--- src/rtl/mcu_target_dispatch.sv ---
// mcu_target_dispatch: demuxes MCU SPI frames onto per-target strobes, muxes target data back, aggregates irqs.
module mcu_target_dispatch #(
    parameter int NUM_TARGETS = 4
) (
    input  logic                     clk,
    input  logic                     reset,
    input  logic                     spi_strobe,
    input  logic                     spi_start,
    input  logic [7:0]               spi_din,
    output logic [7:0]               spi_dout,
    output logic [NUM_TARGETS-1:0]   tgt_strobe,
    output logic                     tgt_start,
    output logic [7:0]               tgt_din,
    input  logic [8*NUM_TARGETS-1:0] tgt_dout,
    input  logic [NUM_TARGETS-1:0]   irq_req,
    output logic                     int_out_n,
    output logic [7:0]               err_cnt
);
    localparam int TW = NUM_TARGETS > 1 ? $clog2(NUM_TARGETS) : 1;
    typedef enum logic [1:0] {IDLE, HDR, PAYLOAD, DROP} state_t;
    state_t state;
    logic [TW-1:0] sel;
    logic [7:0] sel_dout;
    logic valid;
    always_comb begin
        sel_dout = tgt_dout[{sel, 3'b000} +: 8];
        valid    = 32'(spi_din) < NUM_TARGETS;
    end
    always_ff @(posedge clk) begin
        if (reset) begin
            state      <= IDLE;
            sel        <= '0;
            spi_dout   <= 8'h00;
            tgt_strobe <= '0;
            tgt_start  <= 1'b0;
            tgt_din    <= 8'h00;
            int_out_n  <= 1'b1;
            err_cnt    <= 8'h00;
        end else begin
            tgt_strobe <= '0;
            tgt_start  <= 1'b0;
            int_out_n  <= ~|irq_req;
            if (spi_strobe && spi_start) begin
                sel      <= spi_din[TW-1:0];
                state    <= valid ? HDR : DROP;
                err_cnt  <= (valid || err_cnt == 8'hFF) ? err_cnt : err_cnt + 8'd1;
                spi_dout <= 8'(irq_req);
            end else if (spi_strobe) begin
                if (state == HDR || state == PAYLOAD) begin
                    tgt_strobe <= NUM_TARGETS'(1) << sel;
                    tgt_start  <= state == HDR;
                    tgt_din    <= spi_din;
                    state      <= PAYLOAD;
                    spi_dout   <= sel_dout;
                end else begin
                    spi_dout <= state == DROP ? 8'hFF : 8'h00;
                end
            end
        end
    end
endmodule
--- config.mk ---
export PLATFORM = sky130hd
export DESIGN_NAME = mcu_target_dispatch
export DESIGN_NICKNAME = d
export VERILOG_FILES = /design/src/rtl/mcu_target_dispatch.sv
export SDC_FILE = /design/constraint.sdc
export NUM_CORES = 1
export LEC_CHECK = 0
export ABC_CLOCK_PERIOD_IN_PS = 2300
export BUFFER_PORTS_ARGS = -buffer_cell sky130_fd_sc_hd__buf_2
export CAP_MARGIN = 20
export CORE_UTILIZATION = 40
export CTS_CLUSTER_DIAMETER = 50
export DETAILED_ROUTE_END_ITERATION = 12
export GPL_TIMING_DRIVEN = 1
export PLACE_DENSITY = 0.71
export SETUP_SLACK_MARGIN = 0.1
export SYNTH_ARGS = -nofsm -noshare
export SYNTH_HDL_FRONTEND = slang
export SYNTH_SLANG_ARGS = --single-unit
export TNS_END_PERCENT = 100
--- constraint.sdc ---
create_clock -name clk -period 2.3 [get_ports clk]
set_clock_uncertainty 0.1 [all_clocks]
set_input_delay 0.115 -clock clk [delete_from_list [all_inputs] [get_ports clk]]
set_output_delay 0.115 -clock clk [all_outputs]
set_load 0.05 [all_outputs]
; Yosys cells after proc, flatten, opt, wreduce, memory -nomap -nowiden
; Cells that the tools add are included.
[word_totals]
out_inout_bits = 30
input_bits = 48
word_cells = 41
reg_bits = 34
[classes]
n_reduce_logical = 12
mux = 8
bitwise = 4
addsub = 1
order_cmp = 1
n_shift = 2
n_eq_ne = 4
[op_table]
columns = cell, count
row1 = 32-bit by 6-bit indexed part select with 8-bit output, 1
row2 = 8-bit 2-to-1 mux, 2
row3 = "8-bit by 1-bit adder with 8-bit output, second input constant", 1
row4 = "8-bit equality test, second input constant", 1
row5 = "8-bit by 3-bit < comparator with 1-bit output, second input constant", 1
row6 = 2-bit 2-to-1 mux, 4
row7 = 4-bit 2-to-1 mux, 2
row8 = 4-bit OR reduction, 2
row9 = "2-bit equality test, second input constant", 2
row10 = 1-bit inverter, 4
row11 = 2-bit AND reduction, 2
row12 = 2-bit nonzero test, 2
row13 = "1-bit by 2-bit << shifter with 4-bit output, first input constant", 1
row14 = 3-bit AND reduction, 1
row15 = "2-bit by 1-bit equality test with 1-bit output, second input constant", 1
row16 = 1-bit logical OR, 2
row17 = 2-bit OR reduction, 1
row18 = 1-bit logical AND, 1
row19 = 1-bit logical NOT, 1

; Logic depth before layout (Yosys ltp)
; Gate-level depths: netlist of the first run.
[logic_depth]
depth_word = 5
ltp_mapped = 7
ltp_nobuf = 6

; Worst setup path before layout of the first run
; Ideal clock, no wire load.
[synth_timing]
kind = register to register
from = register err_cnt[0]
to = register err_cnt[4]
synth_period_minus_slack_ps = 2006
setup_ps = 71
required_ps = 2129
setup_slack_ps = 294
t_arrival_ps = 1835
stages_incl_launch_ff = 5
path_buffers = 0
path_cell_list = dfxtp_1 -> ha_1 -> nand3_1 -> or4_2 -> a21oi_1
[synth_between]
elab_chain_cells = 4
word_cells_on_any_way = 5
classes_between = add/sub (1) / eq/ne (1) / bitwise (1) / reduce/logical (2)
[synth_lines]
columns = item, line
row1 = from (decl), 17  ; output logic [7:0] err_cnt
row2 = from (signal assigned), 46  ; err_cnt <= (valid || err_cnt == 8'hFF) ? err_cnt : err_cnt + 8'd1;
row3 = "parallel branches: the longest is 4 deep, another holds 8-bit by 1-bit adder with 8-bit output", n/a
; Several ways; the timed one is not identified.
; A chain may end at the register's enable or synchronous reset.

; Worst setup path after layout of the first run
[layout_timing]
from = input port spi_din[2]
to = register err_cnt[0]
[layout_between]
elab_chain_cells = 4
[layout_lines]
columns = item, line
row1 = from (decl), 9  ; input logic [7:0] spi_din,
row2 = 8-bit by 3-bit < comparator with 1-bit output, 27  ; valid = 32'(spi_din) < NUM_TARGETS;
row3 = 1-bit logical OR, 46
row4 = 1-bit inverter (no line), n/a
row5 = 2-bit AND reduction (no line), n/a
; Every way passes these cells.

==> summary.md, run 1 <==
| Metric | Value |
|---|---|
| Status | finished, final reports clean |
| Net Sw Frac | 28.0% |
| DP Worst Slack | 0.447 ns |
| Max cap viols | 0 |
| Post-synth EDFFs | 0 |
| Clk_lat worst skew | 0.28 ns |
| Slew Limit Fails | 0 |
| Antenna cell count | 0 |
| CTS Buf Count | 5 |
| Vias in the first global route | 1506 |
| Clk pwr share | 33.1% |
| Post-cts hold buffer count | 8 |
| Die ar. | 4270 sq um |
| Synth top area share | 42.4% |
| Gate power share | 19.8% |
| Die H | 65.3 um |
| First-pass GRT wire length | 6.40 mm |
| Root buffer cell | clkbuf_8 |
| Hold crit path type | in2reg |
| Final setup vio count | 0 |
| Die width | 65.3 um |
| Drt wl/cell | 13.0 um |
| Dominant cell type by area after synthesis | dfxtp_1 |
| Max VDD drop | 0.000480 V |
| Syn_area_per_cell | 10.1 sq um |
| Share of cells above drive strength 1 | 42.1% |
| Crit Path Class | in2reg |
| Longest Clk Path Bufs | 2 |
| Largest net degree at the start of global routing | 22 |
| Fin worst setup slack | 0.217 ns |
| CP endpoint | err_cnt[0] |
| Total Neg Setup Slack | 0 ns |
| Ys flop type | dfxtp_1 |
| Mapped Area | 1600 sq um |
| Flop-to-flop setup slack | 0.44 ns |
| Seq/Total Area, Yosys | 42.4% |
| Clock Sinks | 34 |
| Max Freq | 0.480 GHz |
| Gate Count Post-Synth | 159 |
| Final hold viol count | 0 |
| DR vias | 1559 |
| CTS tree | built |
| Final nets | 297 |
| Via/cell ratio | 5.28 |
| Worst EP required | 2.38 ns |
| Core Region | 3740 sq um |
| Worst Setup SP | spi_din[2] |
| Async SR Flop Fraction | 0% |
| NetSw | 0.000377 W |
| Largest fanout on the critical path | 9 |
| Reg clk slew, reported paths | 0.07 ns |
| Worst Max-Slew Pin Slew | 0.514 ns |
| Initial antenna violation count | 0 |
| Total Routed Length | 3.84 mm |
| Post-CTS Resized | 0 |
| Iter 0 DRT Violations | 81 |
| Syn nets | 210 |
| R2r worst-path depth | 6 |
| Reg area | 681 sq um |
| Input/output buffers | 77 |
| YS warnings | 0 |
| Post-synth top cells | dfxtp_1 (34), nand2_1 (15), nor2_1 (12) |
| Initial Util | 42.8% |
| Routability cong. | 0.746 |
| Filler Cell Count | 348 |
| Top cells by area, synth | dfxtp_1 (42%), mux4_2 (11%), a22o_1 (3.8%) |
| Drt pass-1 iters | 4 |
| Area of the multi-input gates | 885 sq um |
| Clock period minus worst slack | 2.08 ns |
| CP endpoint kind | register |
| Core Rows | 22 |
| # IOs | 78 |
| Slew HR | 65.7% |
| Post-CTS setup buffer count | 0 |
| CP Launch Type | input port |
| Total congestion overflow | 0 |
| Count leader, synth | dfxtp_1 |
| Crit share post-route | 90.6% |
| Pwr Density | 608 nW/um^2 |
| Register bit total from synthesis | 34 |
| Tot GR Track Use | 19.5% |
| Worst r2r src | state[1] |
| Reg power frac | 47.1% |
| CP arrival | 2.16 ns |
| Cell Int Power | 0.000968 W |
| DRC Markers | 0 |
| H-Tree Depth | 2 |
| DPL Wire Length | 2.82 mm |
| Reg2Reg Capture Point | tgt_din[2] |
| Pleak | 0.984 nW |
| Routed Antenna Nets | 0 |
| Area Growth Syn to Fin | 37.9% |
| RSZ-0062 raised after global routing | false |
| Synth cell types | 36 |
## power by group through the flow
stage / logic [W] / registers [W] / clock network (W)
6_report: 0.000266 / 0.000633 / 0.000445
5_1_grt: 0.000289 / 0.000636 / 0.000481
4_1_cts: 0.000268 / 0.000633 / 0.000458
3_5_place_dp: 0.000257 / 0.000646 / 0
3_3_place_gp: 0.000255 / 0.000646 / 0
2_1_floorplan: 0.000109 / 0.000708 / 0
## state kept, by name, indices dropped and copies added (netlist names)
register / count
err_cnt: 8
int_out_n: 1
sel: 2
spi_dout: 8
state: 2
tgt_din: 8
tgt_start: 1
tgt_strobe: 4
## through the flow
| stage | instances | cell area (sq um) | power, W | hold WS (ns) | util [%] |
|---|---|---|---|---|---|
| 3_3_place_gp | 279 | 2040 | 0.000901 | 0.214 | 54.5 |
| 6_report | 295 | 2210 | 0.00134 | 0.0184 | 59.1 |
| 5_1_grt | 295 | 2210 | 0.00141 | 0.0369 | 59.1 |
| 2_1_floorplan | 159 | 1600 | 0.000817 | 0.104 | - |
| 4_1_cts | 295 | 2210 | 0.00136 | 0.0122 | 59.1 |
| 3_5_place_dp | 279 | 2040 | 0.000903 | 0.206 | 54.5 |
## worst max-delay path, stage by stage
cell           delay, ns
dlygate4sd3_1       0.54
buf_2               0.13
or4_4               0.55
o311ai_4            0.44
a31oi_4             0.07
mux2_4              0.31
## worst min-delay path by stage
stage	depth (start not counted)	to	from
after floorplan	1	int_out_n	irq_req[3]
after global placement	2	int_out_n	irq_req[3]
after detailed placement	2	int_out_n	irq_req[3]
after CTS	2	tgt_din[7]	spi_din[7]
after global routing	2	tgt_din[6]	spi_din[6]
final	2	tgt_din[7]	spi_din[7]
## final cells by class
class,count,area share (%)
timing repair buffer,88,22.1
inverter,2,0.339
clock buffer,7,3.90
clock inverter,1,0.226
sequential,34,30.8
tap,48,2.71
multi-input combinational,115,40.0
## logic make-up (layout without fill, tap and decap cells)
| family | count (synthesis) | after routing | share of synthesized area (%) |
|---|---|---|---|
| mux | 10 | 10 | 12.8 |
| compound gates | 38 | 38 | 19.1 |
| buf+inv | 10 | 98 | 2.42 |
| fa+ha+maj | 3 | 3 | 2.34 |
| flops | 34 | 34 | 42.4 |
| simple gates | 64 | 64 | 20.9 |
## layer usage
metal  GRT usage, %  routed length (um)  part of all wire, %  vias to the layer above
met1           23.4                1730                   45                      731
met5              0                   0                    0                        -
li1               -                   -                    -                      775
met4           4.35                  31                 0.81                        0
met3           5.73                 245                  6.4                        4
met2           34.1                1840                   48                       49
## cells in the final DEF, fill, tap and decap left out, types with 3 or more instances in the layout
cell / n
buf_4: 3
nand2_1: 15
nand2b_1: 5
ha_1: 3
nor2_1: 12
a21oi_1: 8
nand3_1: 6
nor2b_1: 5
dlygate4sd3_1: 8
dfxtp_1: 34
a211oi_1: 5
a22o_1: 7
clkbuf_8: 6
o21ai_0: 4
and3_1: 3
o22ai_1: 4
nand3b_1: 4
mux4_2: 8
nor3_1: 7
buf_2: 77
Power figures use the tool's default switching activity.
==> run 2: changes to the inputs <==
--- a/config.mk
+++ b/config.mk
@@ -8,6 +8,8 @@
 export ABC_CLOCK_PERIOD_IN_PS = 2300
 export BUFFER_PORTS_ARGS = -buffer_cell sky130_fd_sc_hd__buf_2
 export CAP_MARGIN = 20
+export CORE_ASPECT_RATIO = 0.6
+export CORE_MARGIN = 2
 export CORE_UTILIZATION = 40
 export CTS_CLUSTER_DIAMETER = 50
 export DETAILED_ROUTE_END_ITERATION = 12
==> summary.md, run 2 (synthesized netlist as in run 1, its figures left out) <==
| Metric | Value |
|---|---|
| Status | complete, but fails checks |
| Violated checks | design-rule violations |
| Reg clk slew, reported paths | 0.07 ns |
| Longest Clk Path Bufs | 2 |
| CP Launch Type | input port |
| Pwr Density | 705 nW/um^2 |
| DRC Markers | 3 |
| Worst Max-Slew Pin Slew | 0.568 ns |
| Die H | 53.1 um |
| Filler Cell Count | 330 |
| Worst Setup SP | spi_din[2] |
| Root buffer cell | clkbuf_8 |
| R2r worst-path depth | 6 |
| Largest fanout on the critical path | 9 |
| Initial Util | 42.6% |
| Reg2Reg Capture Point | tgt_din[2] |
| DR vias | 1584 |
| Critical-path cell list | dlygate4sd3_1 -> buf_2 -> or4_4 -> o311ai_4 -> a31oi_4 -> mux2_4 |
| Vias in the first global route | 1507 |
| Slew HR | 62.0% |
| Max VDD drop | 0.000363 V |
| Crit share post-route | 90.7% |
| Post-cts hold buffer count | 8 |
| CP peak stage delay | 0.55 ns |
| Flop-to-flop setup slack | 0.41 ns |
| Commonest non-fill, non-tap cell in the layout | buf_2 |
| Commonest non-fill, non-tap cells in the layout | buf_2 (77), dfxtp_1 (34), nand2_1 (15), nor2_1 (12) |
| RSZ-0062 raised after global routing | false |
| Total Neg Setup Slack | 0 ns |
| Tot GR Track Use | 20.3% |
| Crit Path Class | in2reg |
| Post-CTS setup buffer count | 0 |
| Total congestion overflow | 0 |
| Worst r2r src | state[1] |
| Drt wl/cell | 14.1 um |
| Routed Antenna Nets | 0 |
| Die ar. | 4550 sq um |
| Via/cell ratio | 5.41 |
| CP arrival | 2.17 ns |
| Drt pass-1 iters | 8 |
| Total Routed Length | 4.14 mm |
| Slew Limit Fails | 0 |
| Initial antenna violation count | 0 |
| CTS tree | built |
| Pleak | 1.00 nW |
| Antenna cell count | 0 |
| Hold crit path type | in2reg |
| Final nets | 296 |
| CP endpoint kind | register |
| DPL Wire Length | 3.10 mm |
| Final hold slack | 0.0159 ns |
| Clk_lat worst skew | 0.29 ns |
| Routability cong. | 0.775 |
| CTS Buf Count | 5 |
| First-pass GRT wire length | 6.98 mm |
| Max Freq | 0.479 GHz |
| Area Growth Syn to Fin | 40.6% |
| # IOs | 78 |
| Iter 0 DRT Violations | 105 |
| Post-CTS Resized | 0 |
| Worst EP required | 2.38 ns |
| H-Tree Depth | 2 |
| Core Rows | 17 |
| Clock period minus worst slack | 2.09 ns |
| Biggest regs | err_cnt x8, spi_dout x8, tgt_din x8 |
| Input/output buffers | 77 |
| Largest net degree at the start of global routing | 22 |
| Final setup vio count | 0 |
| Clock Sinks | 34 |
| CP endpoint | err_cnt[0] |
| Slowest-stage cell, CP | or4_4 |
| Share of cells above drive strength 1 | 42.3% |
| Core Region | 3760 sq um |
| Max cap viols | 0 |
| Final hold viol count | 0 |
| Die width | 85.8 um |
==> run 2: per-stage QoR <==
step / utilization [%] / instance area (sq um) / worst slack, ns / total power, W / instances
2_1_floorplan: - / 1600 / 0.294 / 0.000817 / 159
3_3_place_gp: 54.0 / 2030 / 0.490 / 0.000902 / 277
3_5_place_dp: 54.0 / 2030 / 0.428 / 0.000904 / 277
4_1_cts: 59.9 / 2250 / 0.245 / 0.00160 / 293
5_1_grt: 59.9 / 2250 / 0.151 / 0.00165 / 293
6_report: 59.9 / 2250 / 0.213 / 0.00159 / 293
==> run 2: how the worst min path moves through the flow <==
| stage | end | cells after the start | slack [ns] | start |
|---|---|---|---|---|
| finish | tgt_din[6] | 2 | 0.02 | spi_din[6] |
| global route | tgt_din[6] | 2 | 0.02 | spi_din[6] |
| CTS | tgt_din[6] | 2 | 0.01 | spi_din[6] |
| detailed placement | int_out_n | 2 | 0.22 | irq_req[3] |
| global placement | int_out_n | 2 | 0.21 | irq_req[3] |
| floorplan | int_out_n | 1 | 0.10 | irq_req[3] |
==> run 2: area by class of cell <==
type	instances	area, sq um	share of cell area, %
multi-input combinational	115	885	39.2
sequential	34	681	30.2
timing repair buffer	87	480	21.3
clock buffer	6	82.6	3.66
clock inverter	2	60.1	2.66
tap	47	58.8	2.61
inverter	2	7.51	0.333
==> run 2: critical path, delay by kind of cell <==
kind            cells  cell delay [ns]
compound gates      2             0.52
buf+inv             2             0.67
simple gates        1             0.55
mux                 1             0.31
==> run 2: power by group <==
| group | switching, W | total (W) | leakage, nW | internal (W) |
|---|---|---|---|---|
| Clock | 0.000225 | 0.000687 | 0.0714 | 0.000462 |
| Sequential | 0.0000180 | 0.000631 | 0.277 | 0.000613 |
| Combinational | 0.000158 | 0.000271 | 0.653 | 0.000113 |
==> run 2: metal layers <==
metal / vias up / wire, um / GRT usage, %
met5: - / 0 / 0
met4: 0 / 65 / 7.67
met3: 10 / 289 / 5.15
met2: 53 / 1700 / 29.8
met1: 752 / 2090 / 28.6
li1: 769 / - / -
